**src/rtl/opb_status_bank_pkg.sv**
```systemverilog
// Shared constants and helpers for the OPB status bank: word map offsets and bus bit ordering.
package opb_status_bank_pkg;

   localparam int unsigned STATUS_W = 32;

   function automatic int unsigned pending_word(input int unsigned n);
      return n;
   endfunction

   function automatic int unsigned irq_en_word(input int unsigned n);
      return n + 1;
   endfunction

   function automatic int unsigned ts_base_word(input int unsigned n);
      return n + 2;
   endfunction

   // OPB numbers bits MSB-first: DBus[k] carries register bit 31-k.
   function automatic logic [STATUS_W-1:0] bus_to_reg(input logic [0:STATUS_W-1] d);
      logic [STATUS_W-1:0] r;
      for (int unsigned k = 0; k < STATUS_W; k++) r[STATUS_W-1-k] = d[k];
      return r;
   endfunction

   function automatic logic [0:STATUS_W-1] reg_to_bus(input logic [STATUS_W-1:0] r);
      logic [0:STATUS_W-1] d;
      for (int unsigned k = 0; k < STATUS_W; k++) d[k] = r[STATUS_W-1-k];
      return d;
   endfunction

endpackage

```
**src/rtl/opb_status_chan.sv**
```systemverilog
// One status channel: sample capture, sticky accumulate with W1C, pending flag.
// OPB_STATUS_BANK_TIMESTAMP_EN adds a timestamp latched on any bit change.
module opb_status_chan
   import opb_status_bank_pkg::*;
#(
   parameter logic [STATUS_W-1:0] STICKY_MASK = '0
) (
   input  logic                clk,
   input  logic                rst,
   input  logic                valid,
   input  logic [STATUS_W-1:0] din,
   input  logic                clr_en,
   input  logic [STATUS_W-1:0] clr_data,
   input  logic [STATUS_W-1:0] clr_mask,
`ifdef OPB_STATUS_BANK_TIMESTAMP_EN
   input  logic [STATUS_W-1:0] ts_now,
   output logic [STATUS_W-1:0] ts,
`endif
   output logic [STATUS_W-1:0] status,
   output logic                pending_c
);

   logic [STATUS_W-1:0] clr_bits;
   logic [STATUS_W-1:0] status_next;

   // Clear is applied first so a same-cycle set on a sticky bit survives.
   always_comb begin
      clr_bits    = clr_en ? (STICKY_MASK & clr_mask & clr_data) : '0;
      status_next = status & ~clr_bits;
      if (valid) status_next = (din & ~STICKY_MASK) | ((status_next | din) & STICKY_MASK);
   end

   always_ff @(posedge clk or posedge rst) begin
      if (rst) status <= '0;
      else     status <= status_next;
   end

   assign pending_c = |(status & STICKY_MASK);

`ifdef OPB_STATUS_BANK_TIMESTAMP_EN
   always_ff @(posedge clk or posedge rst) begin
      if (rst)                                 ts <= '0;
      else if (valid && status_next != status) ts <= ts_now;
   end
`endif

endmodule

```
**src/rtl/opb_status_bank.sv**
```systemverilog
// Multi-channel OPB status register bank with sticky/W1C bits, pending summary and maskable irq.
// Define OPB_STATUS_BANK_TIMESTAMP_EN to add a cycle counter and per-channel timestamp words.
module opb_status_bank
   import opb_status_bank_pkg::*;
#(
   parameter logic [31:0] C_BASEADDR    = 32'h0100_2100,
   parameter logic [31:0] C_HIGHADDR    = 32'h0100_21FF,
   parameter int unsigned C_OPB_AWIDTH  = 32,
   parameter int unsigned C_OPB_DWIDTH  = 32,
   parameter int unsigned C_NUM_CH      = 4,
   parameter logic [31:0] C_STICKY_MASK = 32'h0000_0000
) (
   input  logic                         OPB_Clk,
   input  logic                         OPB_Rst,
   input  logic [0:C_OPB_AWIDTH-1]      OPB_ABus,
   input  logic [0:C_OPB_DWIDTH/8-1]    OPB_BE,
   input  logic [0:C_OPB_DWIDTH-1]      OPB_DBus,
   input  logic                         OPB_RNW,
   input  logic                         OPB_select,
   input  logic                         OPB_seqAddr,
   output logic [0:C_OPB_DWIDTH-1]      Sl_DBus,
   output logic                         Sl_xferAck,
   output logic                         Sl_errAck,
   output logic                         Sl_retry,
   output logic                         Sl_toutSup,
   input  logic [C_NUM_CH*STATUS_W-1:0] user_data_in,
   input  logic [C_NUM_CH-1:0]          user_valid,
   output logic                         irq
);

   localparam int unsigned AW = C_OPB_AWIDTH;

   logic                hit;
   logic                start;
   logic                wr;
   logic [AW-1:0]       offset;
   logic [AW-1:0]       word;
   logic [STATUS_W-1:0] wdata;
   logic [STATUS_W-1:0] wmask;
   logic [STATUS_W-1:0] rdata;
   logic [STATUS_W-1:0] status [C_NUM_CH];
   logic [C_NUM_CH-1:0] pending;
   logic [C_NUM_CH-1:0] irq_en;
   logic [C_NUM_CH-1:0] chan_wr;
   logic                unused_seq;

   assign unused_seq = OPB_seqAddr;
   assign Sl_errAck  = 1'b0;
   assign Sl_retry   = 1'b0;
   assign Sl_toutSup = 1'b0;

   assign hit    = (OPB_ABus >= AW'(C_BASEADDR)) && (OPB_ABus <= AW'(C_HIGHADDR));
   assign start  = OPB_select & hit & ~Sl_xferAck;
   assign wr     = start & ~OPB_RNW;
   assign offset = OPB_ABus - AW'(C_BASEADDR);
   assign word   = offset >> 2;
   assign wdata  = bus_to_reg(OPB_DBus);

   // BE[0] covers the most significant register byte.
   for (genvar b = 0; b < 4; b++) begin : g_be
      assign wmask[8*b +: 8] = {8{OPB_BE[3-b]}};
   end

`ifdef OPB_STATUS_BANK_TIMESTAMP_EN
   logic [STATUS_W-1:0] ts_count;
   logic [STATUS_W-1:0] ts [C_NUM_CH];

   always_ff @(posedge OPB_Clk or posedge OPB_Rst) begin
      if (OPB_Rst) ts_count <= '0;
      else         ts_count <= ts_count + STATUS_W'(1);
   end
`endif

   for (genvar i = 0; i < C_NUM_CH; i++) begin : g_chan
      assign chan_wr[i] = wr && (word == AW'(i));

      opb_status_chan #(.STICKY_MASK(C_STICKY_MASK)) u_chan (
         .clk       (OPB_Clk),
         .rst       (OPB_Rst),
         .valid     (user_valid[i]),
         .din       (user_data_in[STATUS_W*i +: STATUS_W]),
         .clr_en    (chan_wr[i]),
         .clr_data  (wdata),
         .clr_mask  (wmask),
`ifdef OPB_STATUS_BANK_TIMESTAMP_EN
         .ts_now    (ts_count),
         .ts        (ts[i]),
`endif
         .status    (status[i]),
         .pending_c (pending[i])
      );
   end

   always_ff @(posedge OPB_Clk or posedge OPB_Rst) begin
      if (OPB_Rst)
         irq_en <= '0;
      else if (wr && word == AW'(irq_en_word(C_NUM_CH)))
         irq_en <= (irq_en & ~wmask[C_NUM_CH-1:0]) | (wdata[C_NUM_CH-1:0] & wmask[C_NUM_CH-1:0]);
   end

   // Read mux; unmapped in-window words fall through to zero.
   always_comb begin
      rdata = '0;
      for (int unsigned i = 0; i < C_NUM_CH; i++)
         if (word == AW'(i)) rdata = status[i];
      if (word == AW'(pending_word(C_NUM_CH))) rdata = STATUS_W'(pending);
      if (word == AW'(irq_en_word(C_NUM_CH)))  rdata = STATUS_W'(irq_en);
`ifdef OPB_STATUS_BANK_TIMESTAMP_EN
      for (int unsigned i = 0; i < C_NUM_CH; i++)
         if (word == AW'(ts_base_word(C_NUM_CH) + i)) rdata = ts[i];
`endif
   end

   always_ff @(posedge OPB_Clk or posedge OPB_Rst) begin
      if (OPB_Rst) begin
         Sl_xferAck <= 1'b0;
         Sl_DBus    <= '0;
         irq        <= 1'b0;
      end else begin
         Sl_xferAck <= start;
         Sl_DBus    <= (start && OPB_RNW) ? reg_to_bus(rdata) : '0;
         irq        <= |(pending & irq_en);
      end
   end

endmodule

```
**config.mk**
```make
export PLATFORM = sky130hd
export DESIGN_NAME = opb_status_bank
export DESIGN_NICKNAME = d
export VERILOG_FILES = /design/src/rtl/opb_status_bank_pkg.sv /design/src/rtl/opb_status_chan.sv /design/src/rtl/opb_status_bank.sv
export SDC_FILE = /design/constraint.sdc
export NUM_CORES = 1
export LEC_CHECK = 0
export ABC_AREA = 1
export CAP_MARGIN = 0
export CORE_MARGIN = 1
export CORE_UTILIZATION = 48
export CTS_CLUSTER_DIAMETER = 40
export DETAILED_ROUTE_END_ITERATION = 6
export GPL_TIMING_DRIVEN = 0
export PLACE_DENSITY = 0.83
export SYNTH_ARGS = -nofsm -noshare
export SYNTH_HDL_FRONTEND = slang
export SYNTH_SLANG_ARGS = --single-unit
```
**constraint.sdc**
```tcl
create_clock -name OPB_Clk -period 6.85 [get_ports OPB_Clk]
set_clock_uncertainty 0.05 [all_clocks]
set_input_delay 1.37 -clock OPB_Clk [delete_from_list [all_inputs] [get_ports OPB_Clk]]
set_output_delay 1.37 -clock OPB_Clk [all_outputs]
set_load 0.005 [all_outputs]
```
# Word-level counts from Yosys, hierarchy flattened

Index checks and enable logic that the tools add are counted.

Bits in registers: 165
Input port bits: 205
Output and inout bits: 37
Logic and storage cells: 35

Add/sub/neg operators: 1
$lt $le $gt $ge: 2
Equality and inequality tests: 5
Multiplexer cells: 7
Bitwise logic cells: 9
Reductions and logical operators: 4

Operators with widths:

| kind                                                                    | number |
|---|---|
| 32-bit 2-to-1 mux                                                       | 7 |
| 30-bit by 2-bit == test with 1-bit output, second input constant        | 2 |
| 30-bit by 3-bit == test with 1-bit output, second input constant        | 2 |
| 32-bit by 25-bit >= comparator with 1-bit output, second input constant | 1 |
| 32-bit by 25-bit <= comparator with 1-bit output, second input constant | 1 |
| 32-bit zero test                                                        | 1 |
| 32-bit by 25-bit subtractor with 32-bit output, second input constant   | 1 |
| 30-bit by 1-bit == test with 1-bit output, second input constant        | 1 |
| 4-bit AND                                                               | 2 |
| 4-bit inverter                                                          | 1 |
| 4-bit bitwise OR                                                        | 1 |
| 1-bit AND                                                               | 3 |
| 1-bit logical AND                                                       | 3 |
| 1-bit inverter                                                          | 2 |

# Depth between registers and ports, before layout

Depth in word-level cells: 9
Mapped depth: 20
Depth with buffers taken out: 18

# Modules after synthesis

A second synthesis with hierarchy kept.

Cells, all modules: 1068
Area, all modules: 8433.1 µm²

By module, submodules not included:

| module          | instances | cells each | area an instance (µm²) |
|---|---|---|---|
| opb_status_chan | 4         | 139        | 1307.5 |
| opb_status_bank | 1         | 512        | 3203.1 |

# Least setup slack after synthesis

Ideal clock, no wire load.

Kind: input to register
From: input port OPB_ABus[17] (netlist bit)
To: register Sl_DBus[1] (netlist bit)
Arrival time: 3119 ps
Data required time: 6679 ps
Slack: 3560 ps
Cell stages on the path: 19
Buffers on the path: 2
Cells stage by stage: nor2_1 nand2_1 nor2_1 nand2_1 nand2_1 nand2_1 nand2_1 nand3_1 inv_1 nand2_1 nor2_4 and2_1 buf_6 nand2_2 nand2_2 inv_1 buf_2 o21ai_0 nor2_1

Word-level cells in the longest chain between the ends: 9
Elaborated cells on any way between the ends: 20

RTL lines:

| item                                           | RTL line               | text |
|---|---|---|
| from (decl)                                    | opb_status_bank.sv:15  | `input logic [0:C_OPB_AWIDTH-1] OPB_ABus,` |
| 32-bit by 25-bit subtractor with 32-bit output | opb_status_bank.sv:55  | `assign offset = OPB_ABus - AW'(C_BASEADDR);` |
| 32-bit zero test                               | opb_status_bank.sv:105 | `if (word == AW'(i)) rdata = status[i];` |
| 32-bit 2-to-1 mux (4 in a row)                 | opb_status_bank.sv:105 |  |
| 32-bit 2-to-1 mux                              | opb_status_bank.sv:106 | `if (word == AW'(pending_word(C_NUM_CH))) rdata = STATUS_W'(pending);` |
| 32-bit 2-to-1 mux                              | opb_status_bank.sv:107 | `if (word == AW'(irq_en_word(C_NUM_CH))) rdata = STATUS_W'(irq_en);` |
| 32-bit 2-to-1 mux (*)                          | opb_status_bank.sv:121 | `Sl_DBus <= (start && OPB_RNW) ? reg_to_bus(rdata) : '0;` |
| to (signal assigned)                           | opb_status_bank.sv:121 |  |
| to (decl)                                      | opb_status_bank.sv:21  | `output logic [0:C_OPB_DWIDTH-1] Sl_DBus,` |

Every way passes the cells marked *; elsewhere a longest branch is shown, timed or not.
A chain may end at the register's enable or synchronous reset.

# Worst setup path in the final report

From: input port OPB_ABus[22] (netlist bit)
To: register Sl_DBus[12] (netlist bit)

The elaborated chain is that of the path after synthesis.

==> results.yml <==
route:
  ant_nets: 0
  wl_per_cell_um: 16.8
  viasPerCell: 5.30
  wl_um: 23100
  dr.pass1.iters: 5
  dr.first_iter.drc_count: 621
  num_vias: 7305
  drc: 0
layout:
  syn2layout_area_growth_pct: 35.4
  layout-drive-gt1-share_pct: 14.1
  final_nets: 1350
  antennaDiodeCount: 0
  fin_util_pct: 66.6
  design_area_um2: 11100
  final_cell_mix: "203 x nand2_1, 199 x clkdlybuf4s50_1, 165 x dfrtp_1, 120 x inv_1, 96 x mux2_2"
  final_common_cell: "nand2_1"
  final_cell_count_no_fill: 1378
timing:
  setup_tns_ps: 0
  finalHoldViolCount: 0
  drv_slew: 0
  min_period_ps: 4220
  rsz0062_at_grt: "no"
  fin_crit_sh_pct: 61.5
  setup_viol: 0
  fmax_mhz: 237
  max-slew-margin-rel_pct: 27.6
  tightest_slew_ps: 1080
logic_synthesis:
  synth_top_family_by_area: "simple AND/OR/NAND/NOR gates"
  synth-xor-area-share_pct: 0.107
  synth_ff_type: "dfrtp_1"
  synthAdderAreaFrac_pct: 0
  syn_inst: 923
  syn_area_per_cell_um2: 8.87
  ys_warn_count: 0
  async_flop_share_pct: 100
  ys_seq_area_share_pct: 50.4
  synthMuxAreaShare_pct: 13.2
  synthSimpleGateAreaFrac_pct: 21.7
  ys_ff_latch: 165
  synth_area_um2: 8190
  yosysUniqueCellTypes: 33
  synth_compound_area_share_pct: 5.56
  synth_edf_count: 0
worst_setup_path:
  critPathCaptureType: "flop"
  required_ps: 7140
  critical_path.max_fanout: 10
  rr_worst_depth: 8
  r2r_end: "Sl_DBus[12]$_DFF_PP0_"
  worst_ep_arrival_time_ps: 4510
  cp-start-kind: "primary input"
  cp-startpoint: "OPB_ABus[22]"
  reg2reg_setup_slack_ps: 4990
  critPathCapture: "Sl_DBus[12]$_DFF_PP0_"
  crit_chain: "clkdlybuf4s50_1 > nor2_1 > nand2_1 > nand2_2 > nand2_1 > nand2_1 > nand4_1 > nor4_1 > clkbuf_1 > nand3_1 > nand3_1 > nand2_1 > a21oi_1"
  critPathMaxStageDelay_ps: 880
  cpMostUsedCell: "nand2_1"
  regToRegStartpoint: "Sl_xferAck$_DFF_PP0_"
  worstSetupPathType: "in2reg"
  cp_slowest_cell: "nor4_1"
cts:
  ctsResizeCount: 0
  cts.sinks: 165
  post_cts_buffers: 0
  clk_latency_ps: 430
  cts_tree: "yes"
  clockBufferDepth: 2
  cts_root_buf: "clkbuf_16"
  cts_buffers: 17
  clk_pin_slew_worst_paths_ps: 70
  hold_buffers: 0
  htree_levels: 4
power:
  powerDensity_nw_per_um2: 209
  cellLeakagePower_uw: 0.00507
  finalPower_uw: 2320
  vdd_drop_max_mv: 0.192
floorplanning:
  ios: 242
  design.core.area_um2: 16600
  die_h_um: 133
  die_area_um2: 17600
  num_rows: 47
  initial_core_util_pct: 49.2
  die_x_um: 133
hold_path:
  whs_path_depth: 2
  hp-class: "reg2reg"
global_routing:
  gr-usage-all-layers_pct: 27.2
  antenna_found_initial: 0
  grt.overflow.total: 0
  grt_max_degree: 84
  grt_pass1_wl_um: 36300
  grt_pass1_vias: 7053
place:
  port_buffers: 199
  dp_cells: 1346
  dpl_cell_area_um2: 10500
  hpwl_um: 17400
  place_congestion: 0.857
run:
  maxCapViolations: 0
outcome:
  status: "finished, final reports clean"
[synth_stat cells, types with 2 or more instances]
| cell type | count | area share (%) |
|---|---|---|
| inv_1 | 121 | 5.5 |
| buf_1 | 10 | 0.46 |
| mux2_2 | 96 | 13 |
| o21ai_1 | 3 | 0.18 |
| dfrtp_1 | 165 | 50 |
| a21oi_2 | 4 | 0.43 |
| nor2_1 | 30 | 1.4 |
| a21oi_1 | 28 | 1.7 |
| buf_2 | 10 | 0.61 |
| nand2_1 | 203 | 9.3 |
| nand4_1 | 63 | 4.8 |
| nor3_1 | 6 | 0.37 |
| o21ai_0 | 50 | 3.1 |
| nand3_1 | 73 | 4.5 |
| nand2_2 | 6 | 0.46 |
| buf_4 | 5 | 0.46 |
| buf_6 | 2 | 0.28 |
| clkbuf_1 | 33 | 1.5 |
[critical path, delay by kind of cell]
family / cells / cell delay, ps
compound gates: 1 / 180
buf+inv: 2 / 880
simple gates: 10 / 2080
[cell type report]
class	instances	area (um2)
Inverter	123	469
Timing Repair Buffer	200	2020
Clock inverter	15	156
Buffer	60	272
Sequential cell	165	4130
Multi-Input combinational cell	578	3330
Fill cell	1330	5560
Clock buffer	17	425
Tap cell	220	275
[worst min path at each step]
stage	from	endpoint	slack, ps
final	flop	flop	440
after global routing	flop	flop	460
after CTS	flop	flop	440
after detailed placement	flop	flop	430
after global placement	flop	flop	420
after floorplan	flop	flop	400
[registers in the layout (all words and copies together), names as in the netlist, named ones only]
name,cells
g_chan.u_chan.status,128
Sl_xferAck,1
Sl_DBus,32
[cell families (layout without fill, tap and decap cells)]
group | count (synthesis) | count (layout)
DFF | 165 | 165
other | 1 | 4
and+or+nand+nor | 390 | 390
buffers and inverters | 183 | 415
xor gates and xnor gates | 1 | 1
AOI/OAI and AO/OA | 87 | 87
muxes | 96 | 96
[routing by layer]
layer	track usage, %	up-vias	part of all wire (%)
li1	-	3463	-
met1	36.7	3458	43
met2	42.9	329	47
met3	4.75	55	6.4
met4	12.5	0	3.5
met5	0	-	0
[report_power, final]
group          internal, uW  switching [uW]  leakage (uW)
combinational           160             123       0.00275
sequential             1050            37.2       0.00203
clock                   539             408      0.000284
total                  1750             568       0.00507
[metrics by stage]
stage | hold slack (ps) | worst slack [ps]
final | 442 | 2630
after global routing | 459 | 2380
after CTS | 444 | 2680
after detailed placement | 427 | 2240
after global placement | 425 | -1090
after floorplan | 404 | 968
Note: power is estimated with default switching activity, not from simulation.
==> patch (same settings) <==
The option `OPB_STATUS_BANK_TIMESTAMP_EN` is turned on by a define.
--- a/src/rtl/opb_status_chan.sv
+++ b/src/rtl/opb_status_chan.sv
@@ -1,5 +1,7 @@
 // One status channel: sample capture, sticky accumulate with W1C, pending flag.
 // OPB_STATUS_BANK_TIMESTAMP_EN adds a timestamp latched on any bit change.
+`define OPB_STATUS_BANK_TIMESTAMP_EN
+
 module opb_status_chan
    import opb_status_bank_pkg::*;
 #(
Formal check against the unedited RTL: not equivalent (a bounded check fails within 4 cycles, from zero or initial values and one cycle with OPB_Rst high).
==> patch against the original RTL <==
Area after synthesis is 110% higher. Worst setup slack worse by 70 ps. Non-clock buffer count is 48 higher. Sequential cell count is 160 higher. Die area is 100% higher. Routed wire length is 140% higher. Sequential share of layout area is 1.4 points higher. Sequential power is 87% higher. First-iteration DRC count is 120% higher. Final area is 90% higher. Via count is 120% higher. Hold slack hardly changed. Total power is 110% higher. Critical endpoint is now Sl_DBus[1].
==> patch: results (changes against the original RTL) <==
total_leakage_power_uw: 0.00989  # was 0.00507 uW
synth_top_cells_by_count: "nand2_1, dfrtp_1, inv_1"  # unchanged
ir_drop_v: 0.000209  # was 0.000192 V
stdcell_count: 2807  # was 1378
clock_insertion_delay_worst_skew_ps: 580  # was 430 ps
post_route_cells_drive_above_1_share_pct: 9.19  # was 14.1%
rr_worst_depth: 10  # was 8
synth.distinct_cells: 50  # was 33
worst_setup_path_startpoint: "OPB_ABus[8]"  # was OPB_ABus[22]
groute.layer.met1.usage_pct: 41.9  # was 36.7%
r2r_end: "g_chan[3].u_chan.ts[17]"  # was Sl_DBus[12]
post-place-cells: 2723  # was 1346
dp.final_hpwl_um: 41700  # was 17400 um
grt_antenna_before_repair: 2  # was 0
holdWs_ps: 442  # about the same
grt_pass1_wl_um: 85900  # was 36300 um
timing.reg2reg.setup_slack_ps: 3810  # was 4990 ps
yosysSeqAreaShare_pct: 48.5  # was 50.4%
netlist_top_cells_area: "dfrtp_1, nand2_1, o21ai_0"  # was dfrtp_1, mux2_2, nand2_1
cts_made_buffers: 46  # was 17
layout_top_registers: "g_chan.u_chan.status x128, g_chan.u_chan.ts x128"  # was g_chan.u_chan.status x128, Sl_DBus x32, Sl_xferAck x1
routabilityCongestion: 0.971  # was 0.857
status: "completed"  # unchanged
worstReg2RegStart: "g_chan[3].u_chan.status[10]"  # was Sl_xferAck
grtUsageMet2_pct: 50.7  # was 42.9%
min_period_ps: 4290  # was 4220 ps
critPathSlowestCell: "clkdlybuf4s50_1"  # was nor4_1
placed_cell_area_um2: 19500  # was 10500 um2
power_combinational_uw: 507  # was 282 uW
buffer_ports.inserted: 197  # was 199
drtIter0Drc: 1393  # was 621
routed-via-count: 15800  # was 7305
gr-usage-met3_pct: 4.56  # was 4.75%
max-slew-margin-rel_pct: 59.1  # was 27.6%
[patch: cell types whose count changed in the layout (fill, tap and decap cells not counted), sizes merged, moves of 39 or more]
cell / change
a21oi: +142
inv: +183
o21ai: +262
mux2: -76
dfrtp: +160
nand4: -39
clkbuf: +51
nor2: +115
nand2: +167
buf: +41
xor2: +88
o22ai: +53
[patch: cells by family (layout without fill, tap and decap cells)]
logic type	Yosys count	in the layout	synth area share, %
flops	325	325	48.5
buf+inv	406	694	9.98
mux	20	20	1.34
compound gates	583	583	18.7
other cells	1	6	0.0223
simple gates	633	633	16.7
fa+ha+maj	1	1	0.0745
xor+xnor	90	90	4.70
[patch: final cells by class]
class | count | area [um2]
fillers | 2941 | 13400
flip-flops and latches | 325 | 8130
multi-input cells | 1331 | 6990
repair buffers | 206 | 2150
clock buffers | 59 | 1300
inverters | 304 | 1140
well taps | 455 | 569
plain buffers | 102 | 534
clock inverters | 23 | 231
diodes | 2 | 5.00
